[src/rtl/vga_pkg.sv]
// Shared timing constants, widths and vertical phase encoding
// for the VGA controller.
package vga_pkg;
  localparam int H_SYNC  = 96;
  localparam int H_BACK  = 48;
  localparam int H_VALID = 640;
  localparam int H_FRONT = 16;
  localparam int H_TOTAL = H_SYNC + H_BACK + H_VALID + H_FRONT;

  localparam int V_SYNC  = 2;
  localparam int V_BACK  = 33;
  localparam int V_VALID = 480;
  localparam int V_FRONT = 10;
  localparam int V_TOTAL = V_SYNC + V_BACK + V_VALID + V_FRONT;

  localparam int H_ACT_START = H_SYNC + H_BACK;
  localparam int V_ACT_START = V_SYNC + V_BACK;

  localparam int CNT_W = 10;
  localparam int RGB_W = 12;
  localparam int KEY_W = 8;

  typedef enum logic [1:0] {
    V_SYNC_S   = 2'd0,
    V_BACK_S   = 2'd1,
    V_ACTIVE_S = 2'd2,
    V_FRONT_S  = 2'd3
  } vstate_e;
endpackage

[src/rtl/vga_timing_cnt.sv]
// Horizontal/vertical counters and the vertical phase FSM
// that steps on line boundaries.
module vga_timing_cnt
  import vga_pkg::*;
#(
  parameter int HS = H_SYNC,
  parameter int HB = H_BACK,
  parameter int HV = H_VALID,
  parameter int HF = H_FRONT,
  parameter int VS = V_SYNC,
  parameter int VB = V_BACK,
  parameter int VV = V_VALID,
  parameter int VF = V_FRONT
) (
  input  logic             clk_i,
  input  logic             rst_i,
  output logic [CNT_W-1:0] h_cnt_o,
  output logic [CNT_W-1:0] v_cnt_o,
  output vstate_e          state_o
);
  localparam logic [CNT_W-1:0] H_LAST =
    CNT_W'(HS + HB + HV + HF - 1);
  localparam logic [CNT_W-1:0] V_SYNC_END = CNT_W'(VS - 1);
  localparam logic [CNT_W-1:0] V_BACK_END = CNT_W'(VS + VB - 1);
  localparam logic [CNT_W-1:0] V_ACT_END =
    CNT_W'(VS + VB + VV - 1);
  localparam logic [CNT_W-1:0] V_LAST =
    CNT_W'(VS + VB + VV + VF - 1);

  logic [CNT_W-1:0] h_q, h_d;
  logic [CNT_W-1:0] v_q, v_d;
  vstate_e          st_q;
  logic             eol;

  assign eol = (h_q == H_LAST);

  always_comb begin
    h_d = eol ? '0 : h_q + 1'b1;
    v_d = v_q;
    if (eol) v_d = (v_q == V_LAST) ? '0 : v_q + 1'b1;
  end

  always_ff @(posedge clk_i) begin
    if (rst_i) begin
      h_q  <= '0;
      v_q  <= '0;
      st_q <= V_SYNC_S;
    end else begin
      h_q <= h_d;
      v_q <= v_d;
      if (eol) begin
        unique case (st_q)
          V_SYNC_S:
            if (v_q == V_SYNC_END) st_q <= V_BACK_S;
          V_BACK_S:
            if (v_q == V_BACK_END) st_q <= V_ACTIVE_S;
          V_ACTIVE_S:
            if (v_q == V_ACT_END) st_q <= V_FRONT_S;
          V_FRONT_S:
            if (v_q == V_LAST) st_q <= V_SYNC_S;
          default: st_q <= V_SYNC_S;
        endcase
      end
    end
  end

  assign h_cnt_o = h_q;
  assign v_cnt_o = v_q;
  assign state_o = st_q;
endmodule

[src/rtl/vga_ctrl.sv]
// VGA 640x480@60 controller: syncs, early pixel request, rgb gate, key path.
// Define VGA_KEY_FRAME_SYNC_EN to move key codes only at frame start.
module vga_ctrl
  import vga_pkg::*;
#(
  parameter int HS = H_SYNC,
  parameter int HB = H_BACK,
  parameter int HV = H_VALID,
  parameter int HF = H_FRONT,
  parameter int VS = V_SYNC,
  parameter int VB = V_BACK,
  parameter int VV = V_VALID,
  parameter int VF = V_FRONT
) (
  input  logic             vga_clk,
  input  logic             rst,
  input  logic [KEY_W-1:0] key_code_in,
  input  logic             key_valid,
  input  logic [RGB_W-1:0] pix_data_in,
  output logic [CNT_W-1:0] pix_x,
  output logic [CNT_W-1:0] pix_y,
  output logic             pix_req,
  output logic [KEY_W-1:0] key_code_out,
  output logic             hsync,
  output logic             vsync,
  output logic [RGB_W-1:0] rgb,
  output logic             frame_start
);
  localparam logic [CNT_W-1:0] HS_END = CNT_W'(HS);
  localparam logic [CNT_W-1:0] REQ_LO = CNT_W'(HS + HB - 1);
  localparam logic [CNT_W-1:0] REQ_HI = CNT_W'(HS + HB + HV - 2);
  localparam logic [CNT_W-1:0] VA0 = CNT_W'(VS + VB);
  localparam logic [CNT_W-1:0] H_LAST =
    CNT_W'(HS + HB + HV + HF - 1);
  localparam logic [CNT_W-1:0] V_LAST =
    CNT_W'(VS + VB + VV + VF - 1);

  logic [CNT_W-1:0] h_cnt, v_cnt;
  vstate_e          vstate;
  logic             line_act;
  logic             act_q, fs_q;
  logic [KEY_W-1:0] key_q, key_d;

  vga_timing_cnt #(
    .HS(HS), .HB(HB), .HV(HV), .HF(HF),
    .VS(VS), .VB(VB), .VV(VV), .VF(VF)
  ) u_cnt (
    .clk_i  (vga_clk),
    .rst_i  (rst),
    .h_cnt_o(h_cnt),
    .v_cnt_o(v_cnt),
    .state_o(vstate)
  );

  assign line_act = (vstate == V_ACTIVE_S);
  assign hsync    = rst | (h_cnt >= HS_END);
  assign vsync    = rst | (vstate != V_SYNC_S);
  assign pix_req  = line_act && (h_cnt >= REQ_LO)
                    && (h_cnt <= REQ_HI);
  assign pix_x    = pix_req ? h_cnt - REQ_LO : '0;
  assign pix_y    = line_act ? v_cnt - VA0 : '0;

  // Generator output is already registered; act_q delays the
  // request window by the same cycle so both line up.
  assign rgb          = act_q ? pix_data_in : '0;
  assign frame_start  = fs_q;
  assign key_code_out = key_q;

`ifdef VGA_KEY_FRAME_SYNC_EN
  logic [KEY_W-1:0] hold_q, hold_d;

  always_comb begin
    hold_d = key_valid ? key_code_in : hold_q;
    key_d  = key_q;
    if (h_cnt == '0 && v_cnt == '0) key_d = hold_d;
  end

  always_ff @(posedge vga_clk) begin
    if (rst) hold_q <= '0;
    else     hold_q <= hold_d;
  end
`else
  always_comb key_d = key_valid ? key_code_in : key_q;
`endif

  always_ff @(posedge vga_clk) begin
    if (rst) begin
      act_q <= 1'b0;
      fs_q  <= 1'b0;
      key_q <= '0;
    end else begin
      act_q <= pix_req;
      fs_q  <= (h_cnt == H_LAST) && (v_cnt == V_LAST);
      key_q <= key_d;
    end
  end
endmodule

[config.mk]
export PLATFORM = sky130hd
export DESIGN_NAME = vga_ctrl
export DESIGN_NICKNAME = d
export VERILOG_FILES = /design/src/rtl/vga_pkg.sv /design/src/rtl/vga_timing_cnt.sv /design/src/rtl/vga_ctrl.sv
export SDC_FILE = /design/constraint.sdc
export NUM_CORES = 1
export LEC_CHECK = 0
export ABC_AREA = 1
export BUFFER_PORTS_ARGS = -buffer_cell sky130_fd_sc_hd__buf_2
export CAP_MARGIN = 0
export CORE_MARGIN = 5
export CORE_UTILIZATION = 40
export CTS_CLUSTER_SIZE = 30
export DETAILED_ROUTE_END_ITERATION = 7
export PLACE_DENSITY = 0.76
export SETUP_SLACK_MARGIN = 0.2
export SLEW_MARGIN = 10
export SYNTH_ARGS = -nofsm -noshare
export SYNTH_HDL_FRONTEND = slang
export SYNTH_SLANG_ARGS = --single-unit
[constraint.sdc]
create_clock -name vga_clk -period 2.2 [get_ports vga_clk]
set_clock_uncertainty 0.05 [all_clocks]
set_input_delay 0.22 -clock vga_clk [delete_from_list [all_inputs] [get_ports vga_clk]]
set_output_delay 0.22 -clock vga_clk [all_outputs]
set_load 0.02 [all_outputs]
==> out/results.tsv, run 1 <==
metric	value	unit
root buf cell	clkbuf_8	
GRT Total Usage	16.73	%
startpoint types	flop	
worst slack at placement	0.1900	ns
Final Setup Violations	0	
main combinational cell family by area after synthesis	simple AND/OR/NAND/NOR gates	
Worst Hold Class	in -> reg	
synthesized flop and latch total	32	
slew margin rel.	73.19	%
leakage	1.573	nW
worst setup path class	reg -> out	
DRT iter0 DRCs	96	
asr flop ratio synth	0	%
final setup TNS	0	ns
largest cells by area after synthesis	dfxtp_1, nand2_1, nor2_1	
Post-synth EDFFs	0	
P&R area growth vs syn	37.17	%
Arr. time, crit path	1.77	ns
Starting Density	41.06	%
Distinct cells, synth	33	
Post-Synth Adder-Cell Area	5.967	%
Die Span X	82.41	um
cell count after synthesis	328	
Max Fclk	0.4911	GHz
maximum VDD drop	0.3538	mV
sw power	0.0002869	W
Pint	0.0008901	W
pin count of the biggest net entering global routing	14	
post-synthesis net count	361	
RSZ-0062 raised after global routing	true	
core area	5107	um^2
commonest non-fill, non-tap cells in the layout	nand2_1, nor2_1, buf_2, inv_1, dfxtp_1	
kind of end point of the critical path	output pin	
share of total power in combinational logic	8.9	%
area leader, netlist	dfxtp_1	
cell area power density	409.2	nW/um^2
Power Total	0.001177	W
number of nets with antenna violations after routing	0	
Nets	445	
Syn Std Cell Area	2097	um^2
Sw Share	24.37	%
Final Max Slew Viols	0	
average size of a mapped cell	6.393	um^2
post-DP HPWL	3.982	mm
Routed wire per std cell	11.49	um
fraction of layout cells with a size suffix above 1	33.17	%
Overflow after GRT	0	
Synth top area share	30.55	%
Pre-antenna DRT Iters	4	
first-pass GRT wire length	8.880	mm
Clock Power Share	39.8	%
H-tree depth	2	
Rows	26	
vias per cell	4.629	
slowest cell on the critical path	dfxtp_4	
Clock Sinks	32	
I/O Buffers	66	
critical path required time	1.93	ns
critical path peak fanout	4	
Final period util	92.55	%
part of the power in registers	51.2	%
Routed WL	5.549	mm
DR DRC count	0	
Worst-Margin Slew	0.4012	ns
CTS buffer count	5	
simple-gate portion of the synthesized area	39.02	%
CTS tree	done	
Worst-Skew Late Latency	0.29	ns
routed via count	2236	
Clock Path Buffers	2	
status	complete, no violations	
critical path, cell by cell	ha_4, nand3_4, nand2_4, inv_2, nand2_2, nand2_2, nand2_1, nand4_1, buf_4, a21oi_2, buf_4	
diode count	0	
I/O pin cnt	67	
Post-synth top flop	dfxtp_1	
Die Area	6791	um^2
sequential area share after synthesis	30.55	%
Die Y	82.41	um
initial antenna violation count	0	
Routability Congestion	0.8872	
final worst slack	0.1638	ns
Fin. Hold Viols	0	
number of global-route vias before repair	2149	
mux share of post-synthesis cell area	0	%
Synth Area in Compound Gates	10.20	%
max_cap viols	0	
commonest non-fill, non-tap cell in the layout	nand2_1	
fin crit period	2.036	ns
Synth Warn #	0	
xor-xnor portion of the synthesized cell area	2.088	%
CP max stage delay	0.37	ns
Reg clk slew, reported paths	0.07	ns
==> cell usage after synthesis (2+ instances only) <==
cell      instances
nand2_4           2
nand2_2           3
o21ai_0          18
a21oi_1          14
nor2_2            3
ha_1             10
dfxtp_1          32
nor3_2            2
nand3_1          12
xnor2_1           2
clkbuf_1          2
o22ai_1           2
xor2_1            3
nand2_1          73
nor3_1            5
inv_1            55
nand4_1           4
nor2_4            3
nor2_1           65
inv_2             3
nor3b_1           3
==> critical path: cells and delay by family (launching register included) <==
| kind | cells | cell delay, ns |
|---|---|---|
| compound gates | 1 | 0.10 |
| flops | 1 | 0.37 |
| buf+inv | 3 | 0.39 |
| fa+ha+maj | 1 | 0.15 |
| simple gates | 6 | 0.48 |
==> logic make-up (layout without fill, tap and decap cells) <==
| group | count (synthesis) | after routing |
|---|---|---|
| AOI/OAI and AO/OA | 38 | 38 |
| adders and majority gates | 10 | 10 |
| and+or+nand+nor | 179 | 179 |
| xor gates and xnor gates | 5 | 5 |
| buffers and inverters | 64 | 149 |
| DFF | 32 | 32 |
==> final cells by class <==
| cell class | instances | area [um^2] |
|---|---|---|
| fillers | 486 | 2231 |
| flip-flops and latches | 32 | 659.4 |
| clock buffers | 8 | 90.09 |
| multi-input cells | 232 | 1300 |
| well taps | 70 | 87.58 |
| repair buffers | 82 | 510.5 |
| inverters | 59 | 229.0 |
==> final timing paths <==
path	startpoint	endpoint	slack [ns]	cells past startpoint
min reg2reg	key_code_out[0]	key_code_out[0]	0.45	2
max	u_cnt.h_cnt_o[0]	pix_x[4]	0.16	11
max reg2reg	u_cnt.h_cnt_o[0]	u_cnt.h_cnt_o[7]	0.34	10
min	key_code_in[6]	key_code_out[6]	0.11	3
==> state kept, by name (all words and copies together), names as in the netlist <==
register       cells
frame_start        1
u_cnt.h_cnt_o     10
u_cnt.state_o      2
key_code_out       8
act_q              1
u_cnt.v_cnt_o     10
==> power by group through the flow <==
stage | registers [W] | clock network (W) | logic [W]
after floorplan | 0.000628 | 0 | 0.0000366
after global placement | 0.000617 | 0 | 0.0000894
after detailed placement | 0.000617 | 0 | 0.0000902
after CTS | 0.000605 | 0.000481 | 0.000101
after global routing | 0.000605 | 0.000511 | 0.000117
final | 0.000603 | 0.000469 | 0.000105
==> per-stage QoR <==
| stage | instances | hold WS, ns | cell area [um^2] | util [%] |
|---|---|---|---|---|
| final | 483 | 0.1056 | 2877 | 56.32 |
| after global routing | 483 | 0.1101 | 2877 | 56.32 |
| after CTS | 480 | 0.09870 | 2733 | 53.50 |
| after detailed placement | 463 | 0.3979 | 2514 | 49.22 |
| after global placement | 463 | 0.3930 | 2514 | 49.22 |
| after floorplan | 328 | 0.2424 | 2097 | - |
==> repair_timing <==
item,in CTS,in global routing
hold buffers,0,0
resized for setup,20,43
pin swaps,3,7
setup endpoints to repair,11,14
setup buffers,9,3
==> routing by layer <==
metal	vias up	global-route usage (%)	routed length, um	share of wire [%]
met5	-	0	0	0
met4	0	7.807	129	2.3
met3	12	3.688	369	6.6
met2	68	30.29	2772	50
met1	986	18.37	2277	41
li1	1170	-	-	-
Note: power is estimated with default switching activity, not from simulation.
==> inputs of run 2 (changes only) <==
--- a/config.mk
+++ b/config.mk
@@ -12,9 +12,10 @@
 export CORE_UTILIZATION = 40
 export CTS_CLUSTER_SIZE = 30
 export DETAILED_ROUTE_END_ITERATION = 7
-export PLACE_DENSITY = 0.76
+export PLACE_DENSITY = 0.75
 export SETUP_SLACK_MARGIN = 0.2
 export SLEW_MARGIN = 10
 export SYNTH_ARGS = -nofsm -noshare
 export SYNTH_HDL_FRONTEND = slang
+export SYNTH_HIERARCHICAL = 1
 export SYNTH_SLANG_ARGS = --single-unit
==> run 2 against run 1 <==
Sequential cell count is the same; total power shrank 4.2%; count of clock-buffer cells in the layout shrank 2; worst hold slack gained 0.010 ns; first-iteration DRC count grew 17%; synthesized cell count grew 14%; fmax grew 4.5%; via count grew 13%; critical path depth shrank 3; setup slack gained 0.088 ns; register-to-register slack gained 0.09 ns; highest routed layer unchanged.
==> out/results.tsv, run 2 <==
metric	value	unit	change
CTS buffer count	5		unchanged
cell count after synthesis	373		was 328
Post-synth EDFFs	0		unchanged
Worst-Margin Slew	0.4256	ns	was 0.4012 ns
Power Total	0.001127	W	was 0.001177 W
Final period util	88.57	%	was 92.55%
mux share of post-synthesis cell area	0	%	unchanged
Worst Hold Class	in -> reg		unchanged
simple-gate portion of the synthesized area	41.81	%	was 39.02%
Starting Density	41.15	%	was 41.06%
Synth top area share	26.30	%	was 30.55%
Final Max Slew Viols	0		unchanged
Final Setup Violations	0		unchanged
WHS	0.1159	ns	was 0.1056 ns
diode count	0		unchanged
Die Area	7751	um^2	was 6791 um^2
Rows	28		was 26
commonest non-fill, non-tap cell in the layout	nand2_1		unchanged
routed via count	2530		was 2236
largest cells by area after synthesis	dfxtp_1, nand2_1, nor2_1		unchanged
Arr. time, crit path	1.68	ns	was 1.77 ns
worst setup path class	reg -> out		unchanged
R2R Path End	u_cnt/v_cnt_o[8]		was u_cnt.h_cnt_o[7]
fin crit period	1.949	ns	was 2.036 ns
Post-Synth Adder-Cell Area	7.191	%	was 5.967%
DRT iter0 DRCs	112		was 96
Post-CTS Hold Buffers	0		unchanged
first-pass GRT wire length	9.887	mm	was 8.880 mm
critical path, cell by cell	ha_4, nand3_4, nand3_2, nand2_2, a21oi_4, nand2_4, nor2_4, buf_4		was ha_4, nand3_4, nand2_4, inv_2, nand2_2, nand2_2, nand2_1, nand4_1, buf_4, a21oi_2, buf_4
Pre-antenna DRT Iters	4		unchanged
Distinct cells, synth	36		was 33
I/O Buffers	66		unchanged
root buf cell	clkbuf_8		unchanged
area leader, netlist	dfxtp_1		unchanged
slew margin rel.	71.59	%	was 73.19%
startpoint types	flop		unchanged
pin count of the biggest net entering global routing	13		was 14
cell area power density	365.8	nW/um^2	was 409.2 nW/um^2
FF/Latch Area	668.1	um^2	was 659.4 um^2
Routed WL	6.170	mm	was 5.549 mm
end of the critical path	pix_x[1]		was pix_x[4]
Reg clk slew, reported paths	0.06	ns	was 0.07 ns
cells on worst reg2reg path	9		was 10
Worst Setup SP	u_cnt/h_cnt_o[1]		was u_cnt.h_cnt_o[0]
number of nets with antenna violations after routing	0		unchanged
asr flop ratio synth	0	%	unchanged
Die Span X	88.04	um	was 82.41 um
CTS tree	done		unchanged
sequential area share after synthesis	26.30	%	was 30.55%
xor-xnor portion of the synthesized cell area	3.955	%	was 2.088%
main combinational cell family by area after synthesis	simple AND/OR/NAND/NOR gates		unchanged
status	complete, no violations		unchanged
critical path required time	1.93	ns	about the same
initial antenna violation count	0		unchanged
Clock Sinks	32		unchanged
final worst slack	0.2514	ns	was 0.1638 ns
RR Startpoint	u_cnt/h_cnt_o[0]		was u_cnt.h_cnt_o[0]
Synth Area in Compound Gates	10.17	%	was 10.20%
Synth Warn #	6		was 0
synthesized flop and latch total	32		unchanged
I/O pin cnt	67		unchanged
final setup TNS	0	ns	unchanged
Worst-Skew Late Latency	0.28	ns	was 0.29 ns
post-DP HPWL	4.522	mm	was 3.982 mm
Overflow after GRT	0		unchanged
placed cell areas	2848	um^2	was 2514 um^2
maximum VDD drop	0.3366	mV	was 0.3538 mV
GRT Total Usage	15.84	%	was 16.73%
fraction of layout cells with a size suffix above 1	31.92	%	was 33.17%
Routed wire per std cell	11.80	um	was 11.49 um
H-tree depth	2		unchanged
worst slack at placement	0.2962	ns	was 0.1900 ns
kind of end point of the critical path	output pin		unchanged
RSZ-0062 raised after global routing	true		unchanged
Post-synth top flop	dfxtp_1		unchanged
top post-synthesis cells by count	nand2_1, nor2_1, inv_1		unchanged
post-synthesis net count	410		was 361
critical path peak fanout	6		was 4
DR DRC count	0		unchanged
leakage	1.474	nW	was 1.573 nW
P&R area growth vs syn	26.50	%	was 37.17%
Max Fclk	0.5132	GHz	was 0.4911 GHz
Routability Congestion	0.8251		was 0.8872
vias per cell	4.837		was 4.629
Layout fillers	589		was 486
slowest cell on the critical path	dfxtp_4		unchanged
most frequent cell after synthesis	nand2_1		unchanged
Nets	485		was 445
Clock Path Buffers	2		unchanged
average size of a mapped cell	6.531	um^2	was 6.393 um^2
Fin. Hold Viols	0		unchanged
Die Y	88.04	um	was 82.41 um
Syn Std Cell Area	2436	um^2	was 2097 um^2
core area	5921	um^2	was 5107 um^2
commonest non-fill, non-tap cells in the layout	nand2_1, nor2_1, inv_1, buf_2, a21oi_1		was nand2_1, nor2_1, buf_2, inv_1, dfxtp_1
Worst R2R Setup Slack	0.43	ns	was 0.34 ns
number of global-route vias before repair	2338		was 2149
max_cap viols	0		unchanged
area occupied by multi-input gates	1617	um^2	was 1300 um^2
Final Cell Area	3082	um^2	was 2877 um^2
CP max stage delay	0.38	ns	was 0.37 ns
==> run 2: worst min path at each step <==
stage                         startpoint                to  slack, ns  depth (start not counted)
after floorplan                      rst  u_cnt/v_cnt_o[4]       0.24                          1
after global placement    key_code_in[3]   key_code_out[3]       0.40                          3
after detailed placement  key_code_in[0]   key_code_out[0]       0.40                          3
after CTS                 key_code_in[1]   key_code_out[1]       0.11                          3
after global routing      key_code_in[7]   key_code_out[7]       0.13                          3
final                     key_code_in[1]   key_code_out[1]       0.12                          3
==> run 2: logic make-up (layout without fill, tap and decap cells) <==
group                    after synthesis  after routing
adder cells (fa/ha/maj)               14             14
AND/OR/NAND/NOR                      208            209
flip-flops                            32             32
XOR/XNOR                              11             11
buffers and inverters                 64            138
AO/OA/AOI/OAI                         44             44
==> run 2: worst max-delay path: cells and delay by family (launching register included) <==
kind | cells | cell delay [ns]
AND/OR/NAND/NOR | 5 | 0.50
flip-flops | 1 | 0.38
AO/OA/AOI/OAI | 1 | 0.21
adder cells (fa/ha/maj) | 1 | 0.15
buffers and inverters | 1 | 0.15
==> run 2: repair_timing <==
| action | CTS | global route |
|---|---|---|
| pin swaps | 3 | 5 |
| cloned | 1 | 0 |
| buffers inserted | 2 | 1 |
| setup endpoints to repair | 13 | 15 |
| resized for setup | 18 | 27 |
==> run 2: where the power goes <==
part	switching [W]	internal, W
sequential	0.0000130	0.000591
combinational	0.0000616	0.0000402
clock	0.000207	0.000215
total	0.000282	0.000846
==> run 2: area by class of cell <==
class                      count  share of cell area (%)
multi-input combinational    278                   52.46
sequential                    32                   21.68
timing repair buffer          72                   13.07
inverter                      59                   7.227
tap                           75                   3.045
clock buffer                   6                   2.355
clock inverter                 1                  0.1624
==> run 2: stage by stage <==
stage	std cells	utilization, %
after CTS	522	50.72
after floorplan	373	-
after detailed placement	512	48.10
after global placement	512	48.10
after global routing	523	52.05
final	523	52.05
==> run 2: per-layer routing <==
metal | GRT usage (%) | part of all wire (%) | vias up
li1 | - | - | 1331
met1 | 19.09 | 43 | 1105
met4 | 6.731 | 2.6 | 0
met5 | 0 | 0 | -
met3 | 3.575 | 8.1 | 13
met2 | 27.05 | 46 | 81
==> inputs of run 3 (changes only) <==
--- a/config.mk
+++ b/config.mk
@@ -8,7 +8,8 @@
 export ABC_AREA = 1
 export BUFFER_PORTS_ARGS = -buffer_cell sky130_fd_sc_hd__buf_2
 export CAP_MARGIN = 0
-export CORE_MARGIN = 5
+export CORE_ASPECT_RATIO = 1.25
+export CORE_MARGIN = 2
 export CORE_UTILIZATION = 40
 export CTS_CLUSTER_SIZE = 30
 export DETAILED_ROUTE_END_ITERATION = 7
==> run 3 against run 2 <==
Fmax grew 0.98%; total power grew 15%; critical path depth is the same; final cell count grew 2.5%; combinational power grew 8%; non-clock buffer count grew 5; first-iteration DRC count grew 88%; highest routed layer unchanged; register-to-register slack lost 0.10 ns; worst hold slack lost 0.013 ns; sequential cell count is the same.
==> out/results.tsv, run 3 (synthesized netlist as in run 2, its figures left out) <==
metric	value	unit	change
placed cell areas	2864	um^2	was 2848 um^2
Die Area	6734	um^2	was 7751 um^2
Overflow after GRT	0		unchanged
initial antenna violation count	0		unchanged
fin cells	536		was 523
Arr. time, crit path	1.66	ns	was 1.68 ns
I/O pin cnt	67		unchanged
Die Span X	73.80	um	was 88.04 um
routed via count	2604		was 2530
number of global-route vias before repair	2227		was 2338
vias per cell	4.858		was 4.837
slowest cell on the critical path	dfxtp_4		unchanged
kind of end point of the critical path	output pin		unchanged
hold depth	3		unchanged
final worst slack	0.2703	ns	was 0.2514 ns
post-DP HPWL	4.322	mm	was 4.522 mm
Clock Sinks	32		unchanged
DR DRC count	0		unchanged
RR Startpoint	u_cnt/h_cnt_o[0]		unchanged
most used cell, CP	nand2_4		
core area	5857	um^2	was 5921 um^2
cells on worst reg2reg path	9		unchanged
Hold Startpoint	key_code_in[6]		was key_code_in[1]
P&R area growth vs syn	30.41	%	was 26.50%
H-tree depth	2		unchanged
Worst R2R Setup Slack	0.33	ns	was 0.43 ns
Final Setup Violations	0		unchanged
DRT iter0 DRCs	211		was 112
Clock Path Buffers	2		unchanged
area occupied by multi-input gates	1629	um^2	was 1617 um^2
RSZ-0062 raised after global routing	true		unchanged
worst setup path class	reg -> out		unchanged
CTS buffer count	5		unchanged
FF/Latch Area	668.1	um^2	unchanged
WL met3	421	um	was 500 um
Reg clk slew, reported paths	0.07	ns	was 0.06 ns
slew margin rel.	69.68	%	was 71.59%
Rows	31		was 28
CTS tree	done		unchanged
Worst-Skew Late Latency	0.30	ns	was 0.28 ns
Starting Density	41.59	%	was 41.15%
critical path required time	1.93	ns	about the same
Fin. Hold Viols	0		unchanged
commonest non-fill, non-tap cell in the layout	nand2_1		unchanged
wire length on met1	2.634	mm	was 2.673 mm
end of the worst hold path	key_code_out[6]		was key_code_out[1]
fin crit period	1.930	ns	was 1.949 ns
Routability Congestion	0.8724		was 0.8251
startpoint types	flop		unchanged
Routed WL	6.167	mm	was 6.170 mm
Post-CTS Hold Buffers	0		unchanged
leakage	1.533	nW	was 1.474 nW
first-pass GRT wire length	9.646	mm	was 9.887 mm
critical path peak fanout	6		unchanged
Final Max Slew Viols	0		unchanged
cell area power density	407.8	nW/um^2	was 365.8 nW/um^2
root buf cell	clkbuf_8		unchanged
pin count of the biggest net entering global routing	13		unchanged
diode count	0		unchanged
Max Fclk	0.5182	GHz	was 0.5132 GHz
GRT Total Usage	17.66	%	was 15.84%
Final Util	54.24	%	was 52.05%
Worst Hold Class	in -> reg		unchanged
worst slack at placement	0.3152	ns	was 0.2962 ns
max_cap viols	0		unchanged
Final Cell Area	3177	um^2	was 3082 um^2
final setup TNS	0	ns	unchanged
Die Y	91.25	um	was 88.04 um
number of nets with antenna violations after routing	0		unchanged
Nets	490		was 485
Max Used Layer	met4		unchanged
CP max stage delay	0.38	ns	about the same
Worst-Margin Slew	0.4541	ns	was 0.4256 ns
Layout fillers	550		was 589
R2R Path End	u_cnt/v_cnt_o[6]		was u_cnt/v_cnt_o[8]
met2 WL	3.001	mm	was 2.834 mm
Routed wire per std cell	11.51	um	was 11.80 um
Final period util	87.71	%	was 88.57%
status	complete, no violations		unchanged
commonest non-fill, non-tap cells in the layout	nand2_1, buf_2, nor2_1, inv_1, a21oi_1		was nand2_1, nor2_1, inv_1, buf_2, a21oi_1
fraction of layout cells with a size suffix above 1	32.82	%	was 31.92%
maximum VDD drop	0.4013	mV	was 0.3366 mV
Inst Count DP	520		was 512
I/O Buffers	66		unchanged
critical path, cell by cell	ha_4, nand3_4, nand3_2, nand2_4, a21oi_4, nand2_4, nor2_4, buf_6		was ha_4, nand3_4, nand3_2, nand2_2, a21oi_4, nand2_4, nor2_4, buf_4
Worst Setup SP	u_cnt/h_cnt_o[1]		unchanged
Pre-antenna DRT Iters	4		unchanged
==> run 3: cell count changes in the layout (fill, tap and decap cells not counted), moves of 2 or more <==
cell     previous run  this run
nor2_4              6         9
inv_2               1         3
buf_2              55        60
nor2_2             16        13
nand2_1            68        71
buf_4              17        13
buf_6               0         4
inv_1              57        55
nand2_2            10         6
==> run 3: how the worst max path moves through the flow <==
stage	to
after detailed placement	pix_x[9]
after global routing	u_cnt/v_cnt_o[6]
after CTS	pix_x[9]
after floorplan	pix_x[0]
final	pix_x[1]
after global placement	pix_x[9]
==> run 3: layout make-up <==
cell class	count	share of cell area, %
Clock buffer	5	2.166
Inverter	59	7.011
Multi-Input combinational cell	278	51.28
Tap cell	82	3.230
Timing Repair Buffer	77	13.94
Clock inverter	3	1.339
Sequential cell	32	21.03
==> run 3: metrics by stage <==
stage | power [W] | hold slack (ns)
after floorplan | 0.0006714 | 0.2391
after global placement | 0.0007144 | 0.3952
after detailed placement | 0.0007161 | 0.4039
after CTS | 0.001301 | 0.08944
after global routing | 0.001346 | 0.1029
final | 0.001295 | 0.1029
==> run 3: what timing repair did <==
action	in CTS	in global routing
endpoints found under the setup margin	13	16
setup buffers	0	7
hold endpoints to repair	0	0
pin swaps	2	11
gates cloned	1	0
gates resized for setup	16	32
==> run 3: where the power goes <==
| part | switching, W | internal (W) | leakage [nW] |
|---|---|---|---|
| Combinational | 0.0000649 | 0.0000448 | 1.21 |
| Clock | 0.000248 | 0.000335 | 0.0541 |
| Sequential | 0.0000118 | 0.000590 | 0.268 |
==> run 3: critical path: cells and delay by family (launching register included) <==
| family | cells | cell delay (ns) |
|---|---|---|
| AO/OA/AOI/OAI | 1 | 0.20 |
| buffers and inverters | 1 | 0.12 |
| AND/OR/NAND/NOR | 5 | 0.50 |
| flip-flops | 1 | 0.38 |
| adder cells (fa/ha/maj) | 1 | 0.16 |
==> run 3: routing by layer <==
metal	track usage (%)	vias up
met4	6.515	0
met2	30.65	107
li1	-	1329
met1	20.83	1158
met5	0	-
met3	3.552	10
